**config.mk**
```make
export PLATFORM = sky130hd
export DESIGN_NAME = raster_scan_ctrl
export DESIGN_NICKNAME = d
export VERILOG_FILES = /design/src/rtl/raster_pkg.sv /design/src/rtl/frag_out_reg.sv /design/src/rtl/raster_scan_ctrl.sv
export SDC_FILE = /design/constraint.sdc
export NUM_CORES = 1
export LEC_CHECK = 0
export CAP_MARGIN = 0
export CORE_MARGIN = 2
export CORE_UTILIZATION = 25
export CTS_CLUSTER_SIZE = 8
export DETAILED_ROUTE_END_ITERATION = 12
export HOLD_SLACK_MARGIN = 0.1
export PLACE_DENSITY_LB_ADDON = 0.3
export SYNTH_ARGS = -nofsm -noshare
export SYNTH_HDL_FRONTEND = slang
export SYNTH_SLANG_ARGS = --single-unit
```
**constraint.sdc**
```tcl
create_clock -name clk -period 1.8 [get_ports clk]
set_input_delay 0.36 -clock clk [delete_from_list [all_inputs] [get_ports clk]]
set_output_delay 0.36 -clock clk [all_outputs]
set_load 0.02 [all_outputs]
```
**src/rtl/raster_pkg.sv**
```systemverilog
// Shared types and constants for the raster scan sequencer and its output register.
package raster_pkg;

  localparam int COORD_W      = 10;
  localparam int WGT_W        = 18;
  localparam int SUM_W        = 19;
  localparam int CNT_W        = 19;
  localparam int SCREEN_W_DEF = 640;
  localparam int SCREEN_H_DEF = 480;

  typedef enum logic [1:0] {
    ST_IDLE,
    ST_SCAN,
    ST_FLUSH,
    ST_DONE
  } scan_state_e;

  typedef struct packed {
    logic        [8:0] ax;
    logic        [6:0] ay;
    logic signed [7:0] abx;
    logic signed [8:0] aby;
    logic        [6:0] bz;
    logic signed [7:0] acx;
    logic signed [8:0] acy;
    logic        [6:0] cz;
  } tri_setup_t;

  typedef struct packed {
    logic [COORD_W-1:0] x;
    logic [COORD_W-1:0] y;
    logic [WGT_W-1:0]   uw;
    logic [WGT_W-1:0]   vw;
    logic [WGT_W-1:0]   ww;
    logic [SUM_W-1:0]   aw;
  } frag_t;

  function automatic logic [COORD_W-1:0] clamp_coord(input logic [COORD_W-1:0] v,
                                                     input logic [COORD_W-1:0] lim);
    return (v > lim) ? lim : v;
  endfunction

endpackage

```
**src/rtl/frag_out_reg.sv**
```systemverilog
// Single-entry valid/ready output register; contents hold whenever en_i is low.
module frag_out_reg
  import raster_pkg::*;
(
  input  logic  clk,
  input  logic  rst_n,
  input  logic  en_i,
  input  logic  load_i,
  input  frag_t data_i,
  output logic  valid_o,
  output frag_t data_o
);

  logic  valid_q;
  frag_t data_q;

  always_ff @(posedge clk or negedge rst_n) begin
    if (!rst_n) begin
      valid_q <= 1'b0;
      data_q  <= '0;
    end else if (en_i) begin
      valid_q <= load_i;
      if (load_i) data_q <= data_i;
    end
  end

  assign valid_o = valid_q;
  assign data_o  = data_q;

endmodule

```
**src/rtl/raster_scan_ctrl.sv**
```systemverilog
// Walks a triangle's clamped bounding box row-major, one pixel per cycle, and
// forwards covered pixels from the barycentric datapath as a fragment stream.
module raster_scan_ctrl
  import raster_pkg::*;
#(
  parameter int SCREEN_W = SCREEN_W_DEF,
  parameter int SCREEN_H = SCREEN_H_DEF
) (
  input  logic                      clk,
  input  logic                      rst_n,
  input  logic                      tri_valid,
  output logic                      tri_ready,
  input  logic               [8:0]  tri_ax,
  input  logic               [6:0]  tri_ay,
  input  logic signed        [7:0]  tri_abx,
  input  logic signed        [8:0]  tri_aby,
  input  logic               [6:0]  tri_bz,
  input  logic signed        [7:0]  tri_acx,
  input  logic signed        [8:0]  tri_acy,
  input  logic               [6:0]  tri_cz,
  input  logic [COORD_W-1:0]        tri_min_x,
  input  logic [COORD_W-1:0]        tri_max_x,
  input  logic [COORD_W-1:0]        tri_min_y,
  input  logic [COORD_W-1:0]        tri_max_y,
  output logic               [8:0]  r_ax,
  output logic               [6:0]  r_ay,
  output logic signed        [7:0]  r_abx,
  output logic signed        [8:0]  r_aby,
  output logic               [6:0]  r_bz,
  output logic signed        [7:0]  r_acx,
  output logic signed        [8:0]  r_acy,
  output logic               [6:0]  r_cz,
  output logic [COORD_W-1:0]        r_x,
  output logic [COORD_W-1:0]        r_y,
  input  logic [WGT_W-1:0]          r_uw,
  input  logic [WGT_W-1:0]          r_vw,
  input  logic [WGT_W-1:0]          r_ww,
  input  logic [SUM_W-1:0]          r_aw,
  input  logic                      r_visible,
  output logic                      frag_valid,
  input  logic                      frag_ready,
  output logic [COORD_W-1:0]        frag_x,
  output logic [COORD_W-1:0]        frag_y,
  output logic [WGT_W-1:0]          frag_uw,
  output logic [WGT_W-1:0]          frag_vw,
  output logic [WGT_W-1:0]          frag_ww,
  output logic [SUM_W-1:0]          frag_aw,
  output logic                      done,
  output logic [CNT_W-1:0]          frag_count
);

  localparam logic [COORD_W-1:0] MAX_X = COORD_W'(SCREEN_W - 1);
  localparam logic [COORD_W-1:0] MAX_Y = COORD_W'(SCREEN_H - 1);

  scan_state_e        state_q, state_d;
  tri_setup_t         setup_q, setup_d;
  logic [COORD_W-1:0] x_q, x_d, y_q, y_d;
  logic [COORD_W-1:0] min_x_q, min_x_d, max_x_q, max_x_d, max_y_q, max_y_d;
  logic [CNT_W-1:0]   cnt_q, cnt_d;
  logic               done_q, done_d;
  logic [COORD_W-1:0] clamp_x, clamp_y;
  logic               adv, fo_en, fo_load, fo_valid;
  frag_t              fo_data_in, fo_data;

  assign clamp_x    = clamp_coord(tri_max_x, MAX_X);
  assign clamp_y    = clamp_coord(tri_max_y, MAX_Y);
  assign adv        = !fo_valid || frag_ready;
  assign fo_data_in = '{x: x_q, y: y_q, uw: r_uw, vw: r_vw, ww: r_ww, aw: r_aw};

  always_comb begin
    state_d = state_q;
    setup_d = setup_q;
    x_d     = x_q;
    y_d     = y_q;
    min_x_d = min_x_q;
    max_x_d = max_x_q;
    max_y_d = max_y_q;
    cnt_d   = cnt_q;
    done_d  = 1'b0;
    fo_en   = 1'b0;
    fo_load = 1'b0;
    case (state_q)
      ST_IDLE: begin
        if (tri_valid) begin
          setup_d = '{ax: tri_ax, ay: tri_ay, abx: tri_abx, aby: tri_aby,
                      bz: tri_bz, acx: tri_acx, acy: tri_acy, cz: tri_cz};
          x_d     = tri_min_x;
          y_d     = tri_min_y;
          min_x_d = tri_min_x;
          max_x_d = clamp_x;
          max_y_d = clamp_y;
          cnt_d   = '0;
          // A min corner past the clamped max (incl. off-screen) is an empty box
          if (tri_min_x > clamp_x || tri_min_y > clamp_y) begin
            state_d = ST_DONE;
            done_d  = 1'b1;
          end else begin
            state_d = ST_SCAN;
          end
        end
      end
      ST_SCAN: begin
        if (adv) begin
          fo_en   = 1'b1;
          fo_load = r_visible;
          if (r_visible) cnt_d = cnt_q + 1'b1;
          if (x_q == max_x_q) begin
            x_d = min_x_q;
            if (y_q == max_y_q) state_d = ST_FLUSH;
            else                y_d     = y_q + 1'b1;
          end else begin
            x_d = x_q + 1'b1;
          end
        end
      end
      ST_FLUSH: begin
        if (adv) begin
          fo_en   = 1'b1;
          state_d = ST_DONE;
          done_d  = 1'b1;
        end
      end
      default: state_d = ST_IDLE;
    endcase
  end

  always_ff @(posedge clk or negedge rst_n) begin
    if (!rst_n) begin
      state_q <= ST_IDLE;
      setup_q <= '0;
      x_q     <= '0;
      y_q     <= '0;
      min_x_q <= '0;
      max_x_q <= '0;
      max_y_q <= '0;
      cnt_q   <= '0;
      done_q  <= 1'b0;
    end else begin
      state_q <= state_d;
      setup_q <= setup_d;
      x_q     <= x_d;
      y_q     <= y_d;
      min_x_q <= min_x_d;
      max_x_q <= max_x_d;
      max_y_q <= max_y_d;
      cnt_q   <= cnt_d;
      done_q  <= done_d;
    end
  end

  frag_out_reg u_frag_out (
    .clk     (clk),
    .rst_n   (rst_n),
    .en_i    (fo_en),
    .load_i  (fo_load),
    .data_i  (fo_data_in),
    .valid_o (fo_valid),
    .data_o  (fo_data)
  );

  assign tri_ready  = (state_q == ST_IDLE);
  assign r_ax       = setup_q.ax;
  assign r_ay       = setup_q.ay;
  assign r_abx      = setup_q.abx;
  assign r_aby      = setup_q.aby;
  assign r_bz       = setup_q.bz;
  assign r_acx      = setup_q.acx;
  assign r_acy      = setup_q.acy;
  assign r_cz       = setup_q.cz;
  assign r_x        = x_q;
  assign r_y        = y_q;
  assign frag_valid = fo_valid;
  assign frag_x     = fo_data.x;
  assign frag_y     = fo_data.y;
  assign frag_uw    = fo_data.uw;
  assign frag_vw    = fo_data.vw;
  assign frag_ww    = fo_data.ww;
  assign frag_aw    = fo_data.aw;
  assign done       = done_q;
  assign frag_count = cnt_q;

endmodule

```
==> results of run 1 <==
[metrics by stage]
step | total power [W] | cell area (um^2) | std cells | setup slack, ns | util (%)
after floorplan | 0.00809 | 10700 | 994 | -0.335 | -
after global placement | 0.0103 | 15800 | 1965 | -1.11 | 38.7
after detailed placement | 0.0104 | 15800 | 1965 | -1.17 | 38.7
after CTS | 0.0164 | 17000 | 2029 | -0.311 | 41.6
after global routing | 0.0171 | 17500 | 2040 | -0.355 | 42.8
final | 0.0163 | 17500 | 2041 | -0.212 | 42.8
[flip-flops by register name, summed over array words and instances (netlist names), 9 cells and up]
name,flops
frag_count,19
r_x,10
r_acy,9
r_ax,9
u_frag_out.data_o,93
min_x_q,10
r_aby,9
max_x_q,10
r_y,10
max_y_q,10
[layer usage]
metal | share of wire (%) | vias to the layer above | global-route usage [%]
li1 | - | 4352 | -
met1 | 43 | 4401 | 20.4
met2 | 46 | 323 | 24.7
met3 | 7.8 | 58 | 4.95
met4 | 2.5 | 4 | 5.33
met5 | 0.051 | - | 0
[area by class of cell]
type / instances / area, um^2
antenna: 2 / 5.00
clock inverter: 3 / 30.0
sequential: 230 / 5770
inverter: 21 / 78.8
multi-input combinational: 691 / 5060
tap: 532 / 666
fill: 3975 / 23400
clock buffer: 45 / 955
timing repair buffer: 517 / 4950
[layout by cell type, fill, tap and decap left out, types with 13 or more instances in the layout]
master / synthesis / layout
a21oi_1: 29 / 22
buf_4: 1 / 98
buf_6: 4 / 23
clkbuf_16: 0 / 39
clkdlybuf4s50_1: 0 / 155
dfrtp_1: 230 / 216
dfrtp_2: 0 / 14
dlygate4sd2_1: 0 / 176
dlymetal6s2s_1: 0 / 16
ha_4: 0 / 15
inv_1: 21 / 17
mux2_2: 100 / 99
nand2_1: 266 / 262
nand3_1: 19 / 17
nand4_1: 16 / 16
nor2_1: 55 / 40
o21ai_0: 36 / 34
xnor2_1: 28 / 24
xor2_1: 13 / 13
[cells by family (layout without fill, tap and decap cells)]
family | after synthesis | count (layout) | share of synthesized area [%]
AND/OR/NAND/NOR | 410 | 410 | 16.8
adder cells (fa/ha/maj) | 27 | 27 | 3.25
multiplexers | 111 | 111 | 11.9
AO/OA/AOI/OAI | 99 | 99 | 5.88
flip-flops | 230 | 230 | 55.3
XOR/XNOR | 43 | 43 | 3.77
other | 1 | 3 | 0.0361
buffers and inverters | 73 | 586 | 3.07
[path summary, 6_finish.rpt]
check / to / cells after the start
worst max-delay path: r_y[3] / 8
worst min-delay path: max_y_q[7] / 3
worst max register to register: r_y[3] / 8
worst min register to register: r_cz[3] / 2
max in group asynchronous: state_q[0] / 3
min in group asynchronous: u_frag_out.data_o[84] / 2
[worst register-to-register path, cell delays in order (launching register included)]
cell and delay, ns:
dfrtp_2 0.41, xor2_1 0.15, nor4_2 0.28, buf_4 0.15
nand4_1 0.10, buf_6 0.16, o21ai_1 0.19, nand2_2 0.13
a211o_1 0.32
[power breakdown]
part | internal [W] | leakage [nW] | total, W | switching (W)
clock network | 0.00367 | 0.482 | 0.00607 | 0.00240
logic | 0.00204 | 5.24 | 0.00417 | 0.00213
registers | 0.00571 | 2.89 | 0.00602 | 0.000307
total | 0.0114 | 8.61 | 0.0163 | 0.00484
[timing repair]
| action | in CTS | in global routing |
|---|---|---|
| pin swaps | 28 | 56 |
| hold endpoints to repair | 230 | 0 |
| cloned | 3 | 5 |
| setup buffers | 12 | 8 |
| endpoints found under the setup margin | 323 | 134 |
| hold buffers | 1 | 0 |
| resized for setup | 313 | 114 |
==> metrics.txt, run 1 <==
status=finished, violations left; failing checks=setup timing; final worst slack=-0.212 ns; final period utilization=112%; Largest delay share family, worst path=simple AND/OR/NAND/NOR gates; total CTS buffers=35; Synth area leaders=dfrtp_1 55%, mux2_2 11%, nand2_1 9.6%; CP max FO=5; crit path launch type=register; clock sink total=230; post-route ant nets=0; Synth top area share=55.3%; vias per cell=roughly 4.5; EDFF count, synth=0; TNS Setup=-3.69 ns; worst endpoint required time=2.21 ns; number of distinct library cells after synthesis=52; io pins=381; largest net degree at the start of global routing=108; Post-Syn Area per Cell=10.5 um^2; core area=40,900 um^2; Worst-path clk slew=around 0.050 ns; RSZ-0062 raised after global routing=true; DR DRC count=0; initial antenna violation count=3; ratio of cells with drive above 1 in the final layout=between 20% and 30%; CP arrival=approximately 2.4 ns; Peak supply drop=0.575 mV; Finish-stage setup viols=27; die height=208 um; asr flop ratio synth=100%; Critical Path Max Stage Delay=0.41 ns; Synth area leader=dfrtp_1; die area=roughly 43,000 um^2; r2r setup slk=-0.21 ns; PwrDens=929 nW/um^2; Root Driver=clkbuf_16; post-DR wirelength/cell=about 17 um; NumNets Final=between 1.5k and 2k; Port Buffer Count=380; #FFs+latches synth=230; H-tree levels=2; Worst Setup SP=r_x[9]; P&R area growth vs syn=68.4%; Mapped Nets=1,203; Slew Viols, Final=0; WP buf/inv=2; Longest Clk Path Bufs=3; synthesized area=10,400 um^2; final wirelength=35.1 mm; vias=9,138; hold slack=0.149 ns; TritonRoute pass-1 iters=5; first-pass GRT wire length=53.8 mm; most common cell in the netlist=nand2_1; row count=74; vias in the first global route=9,405; Worst-Margin Slew=0.706 ns; WS Path Type=register to register; Ys Warns=0; Main synth FF type=dfrtp_1; Initial Util=25.4%; later-pin clock latency in the skew report=0.54 ns; Placer Congestion=0.839; Slowest cell on crit path=dfrtp_2; hpwl dp=24.6 mm; Seq/Total Area, Yosys=between 50 and 60%; max_cap viols=0; CP Cell Sequence=xor2_1 > nor4_2 > buf_4 > nand4_1 > buf_6 > o21ai_1 > nand2_2 > a211o_1; Total GRT Usage=15.7%; path category of the worst min-delay check=primary input to register; Lkg Pwr=roughly 8.6 nW; Critical Path End Type=register; Fin. Hold Viols=0; r2r startpoint=r_x[9]; cell count after synthesis=994; Synth top cells by count=266 x nand2_1, 230 x dfrtp_1, 100 x mux2_2, 55 x nor2_1, 36 x o21ai_0; GR Overflow Total=0; chip width=between 200 and 250 um; CTS tree=built; hold path start=tri_max_y[7]; Worst slew margin=52.8%; clock skew=roughly 0.020 ns; fmax=497 MHz; min cycle time layout=2.01 ns; initial DRC count=337
(Power assumes the default switching activity.)
==> run 2: changes to the inputs <==
Settings changed: PLACE_DENSITY_LB_ADDON 0.3 to not set.
==> run 2 against run 1 <==
The flow still finishes with violations (setup timing). Cell area shrank 1.3%. Sequential power is essentially flat. Clock power is essentially flat. Global-route usage grew 0.22 points. Via count shrank 0.71%. Flip-flop and latch count is the same. Critical path depth is the same. Combinational power shrank 2%. Routed wire length shrank 1.5%. Final cell count shrank 0.20%. Critical endpoint is now r_y[6]. Largest cell class unchanged.
==> metrics.txt, run 2 (synthesis results as in run 1) <==
worst endpoint required time=2.23 ns; die height=208 um; register area=about 5800 um^2; Multi-input gate area=4920 um^2; WS Path Type=register to register; Slew Viols, Final=0; die area=43,200 um^2; io pins=381; P&R area growth vs syn=66.3%; later-pin clock latency in the skew report=0.53 ns; Lkg Pwr=~8.5 nW; vias per cell=4.45; Peak supply drop=0.495 mV; DR DRC count=0; max reg flops=93; crit path to=r_y[6]; status=finished, violations left; min cycle time layout=2.10 ns; RSZ-0062 raised after global routing=true; GR Overflow Total=0; Worst-path clk slew=0.06 ns; r2r worst-path depth=8; Critical Path End Type=register; row count=74; Fin. Hold Viols=0; CP max FO=3; max_cap viols=0; first-pass GRT wire length=54.3 mm; PwrDens=933 nW/um^2; CP Cell Sequence=xor2_1 > nor4_2 > buf_4 > and4_4 > buf_6 > nand4_1 > buf_4 > a221oi_2; ratio of cells with drive above 1 in the final layout=26.6%; Total GRT Usage=15.9%; H-tree levels=2; chip width=208 um; Placed Cells=between 1.5k and 2k; clock skew=0.0156 ns; post-route ant nets=0; Worst path most repeated cell=buf_4; r2r startpoint=r_x[6]; commonest non-fill, non-tap cells in the layout=263 x nand2_1, 218 x dfrtp_1, 191 x dlygate4sd2_1; fmax=around 480 MHz; NumNets Final=1,701; fin cells=approximately 2k; vias in the first global route=slightly below 10k; post-DR wirelength/cell=between 15 and 20 um; Worst Setup SP=r_x[6]; Initial Util=25.4%; Root Driver=clkbuf_16; hold slack=0.133 ns; failing checks=setup timing; Port Buffer Count=380; crit path launch type=register; final worst slack=-0.298 ns; TNS Setup=-5.43 ns; CP arrival=2.53 ns; core area=40,900 um^2; clock sink total=230; Placer Congestion=0.827; final wirelength=~35 mm; Layout fillers=3,980; path category of the worst min-delay check=primary input to register; initial antenna violation count=5; Finish-stage setup viols=28; r2r setup slk=-0.30 ns; total power=0.0161 W; hpwl dp=25.5 mm; final period utilization=117%; Reg-to-Reg End=r_y[6]; largest net degree at the start of global routing=50; Critical Path Max Stage Delay=0.42 ns; Finished Core Util=42.2%; CTS tree=built; TritonRoute pass-1 iters=5; Longest Clk Path Bufs=3; vias=between 9k and 10k; total CTS buffers=35; initial DRC count=301; most common cell after layout, fill and taps aside=nand2_1; Slowest cell on crit path=dfrtp_2
-- run 2: cell count changes in the layout (fill, tap and decap cells not counted), sizes merged --
cell and delta:
clkbuf -8, dlygate4sd2 +15, clkdlybuf4s15 +2, dlymetal6s2s -13
-- run 2: critical path: cells and delay by family (launching register included) --
| family | cells | cell delay [ns] |
|---|---|---|
| AO/OA/AOI/OAI | 1 | 0.22 |
| XOR/XNOR | 1 | 0.15 |
| buffers and inverters | 3 | 0.48 |
| flip-flops | 1 | 0.42 |
| AND/OR/NAND/NOR | 3 | 0.72 |
-- run 2: power by group --
part / switching (W) / internal, W
clock: 0.00237 / 0.00367
sequential: 0.000298 / 0.00571
combinational: 0.00206 / 0.00201
total: 0.00474 / 0.0114
-- run 2: per-layer routing --
layer | vias up | global-route usage [%] | wire length (um)
met5 | - | 0 | 35
met2 | 305 | 25.4 | 16000
met3 | 55 | 5.69 | 2900
li1 | 4338 | - | -
met1 | 4369 | 19.8 | 14900
met4 | 6 | 5.67 | 801
-- run 2: cell type report --
| type | instances | share of cell area, % |
|---|---|---|
| diodes | 2 | 0.0289 |
| well taps | 532 | 3.85 |
| clock inverters | 3 | 0.174 |
| inverters | 21 | 0.456 |
| multi-input cells | 691 | 28.4 |
| flip-flops and latches | 230 | 33.4 |
| repair buffers | 513 | 28.1 |
| clock buffers | 45 | 5.52 |
-- run 2: worst min-delay path by stage --
stage / start / end / slack [ns] / cells past startpoint
6_report: tri_max_y[7] / max_y_q[7] / 0.13 / 3
5_1_grt: tri_max_x[8] / max_x_q[8] / 0.13 / 3
4_1_cts: tri_max_x[8] / max_x_q[8] / 0.10 / 3
3_5_place_dp: rst_n / u_frag_out.data_o[45] / 0.30 / 1
3_3_place_gp: rst_n / u_frag_out.data_o[45] / 0.30 / 1
2_1_floorplan: rst_n / done / 0.06 / 0
-- run 2: stage by stage --
| step | cell area [um^2] | setup slack [ns] |
|---|---|---|
| final | 17300 | -0.298 |
| after global placement | 15900 | -1.11 |
| after floorplan | 10700 | -0.335 |
| after CTS | 17100 | -0.351 |
| after detailed placement | 15900 | -1.18 |
| after global routing | 17300 | -0.430 |
-- run 2: what timing repair did --
item                       CTS  global route
pin swaps                   46            14
cloned                       1             1
hold buffers                 1             0
setup buffers               13             4
setup endpoints to repair  239            75
hold endpoints to repair    94             0
resized for setup          360            39
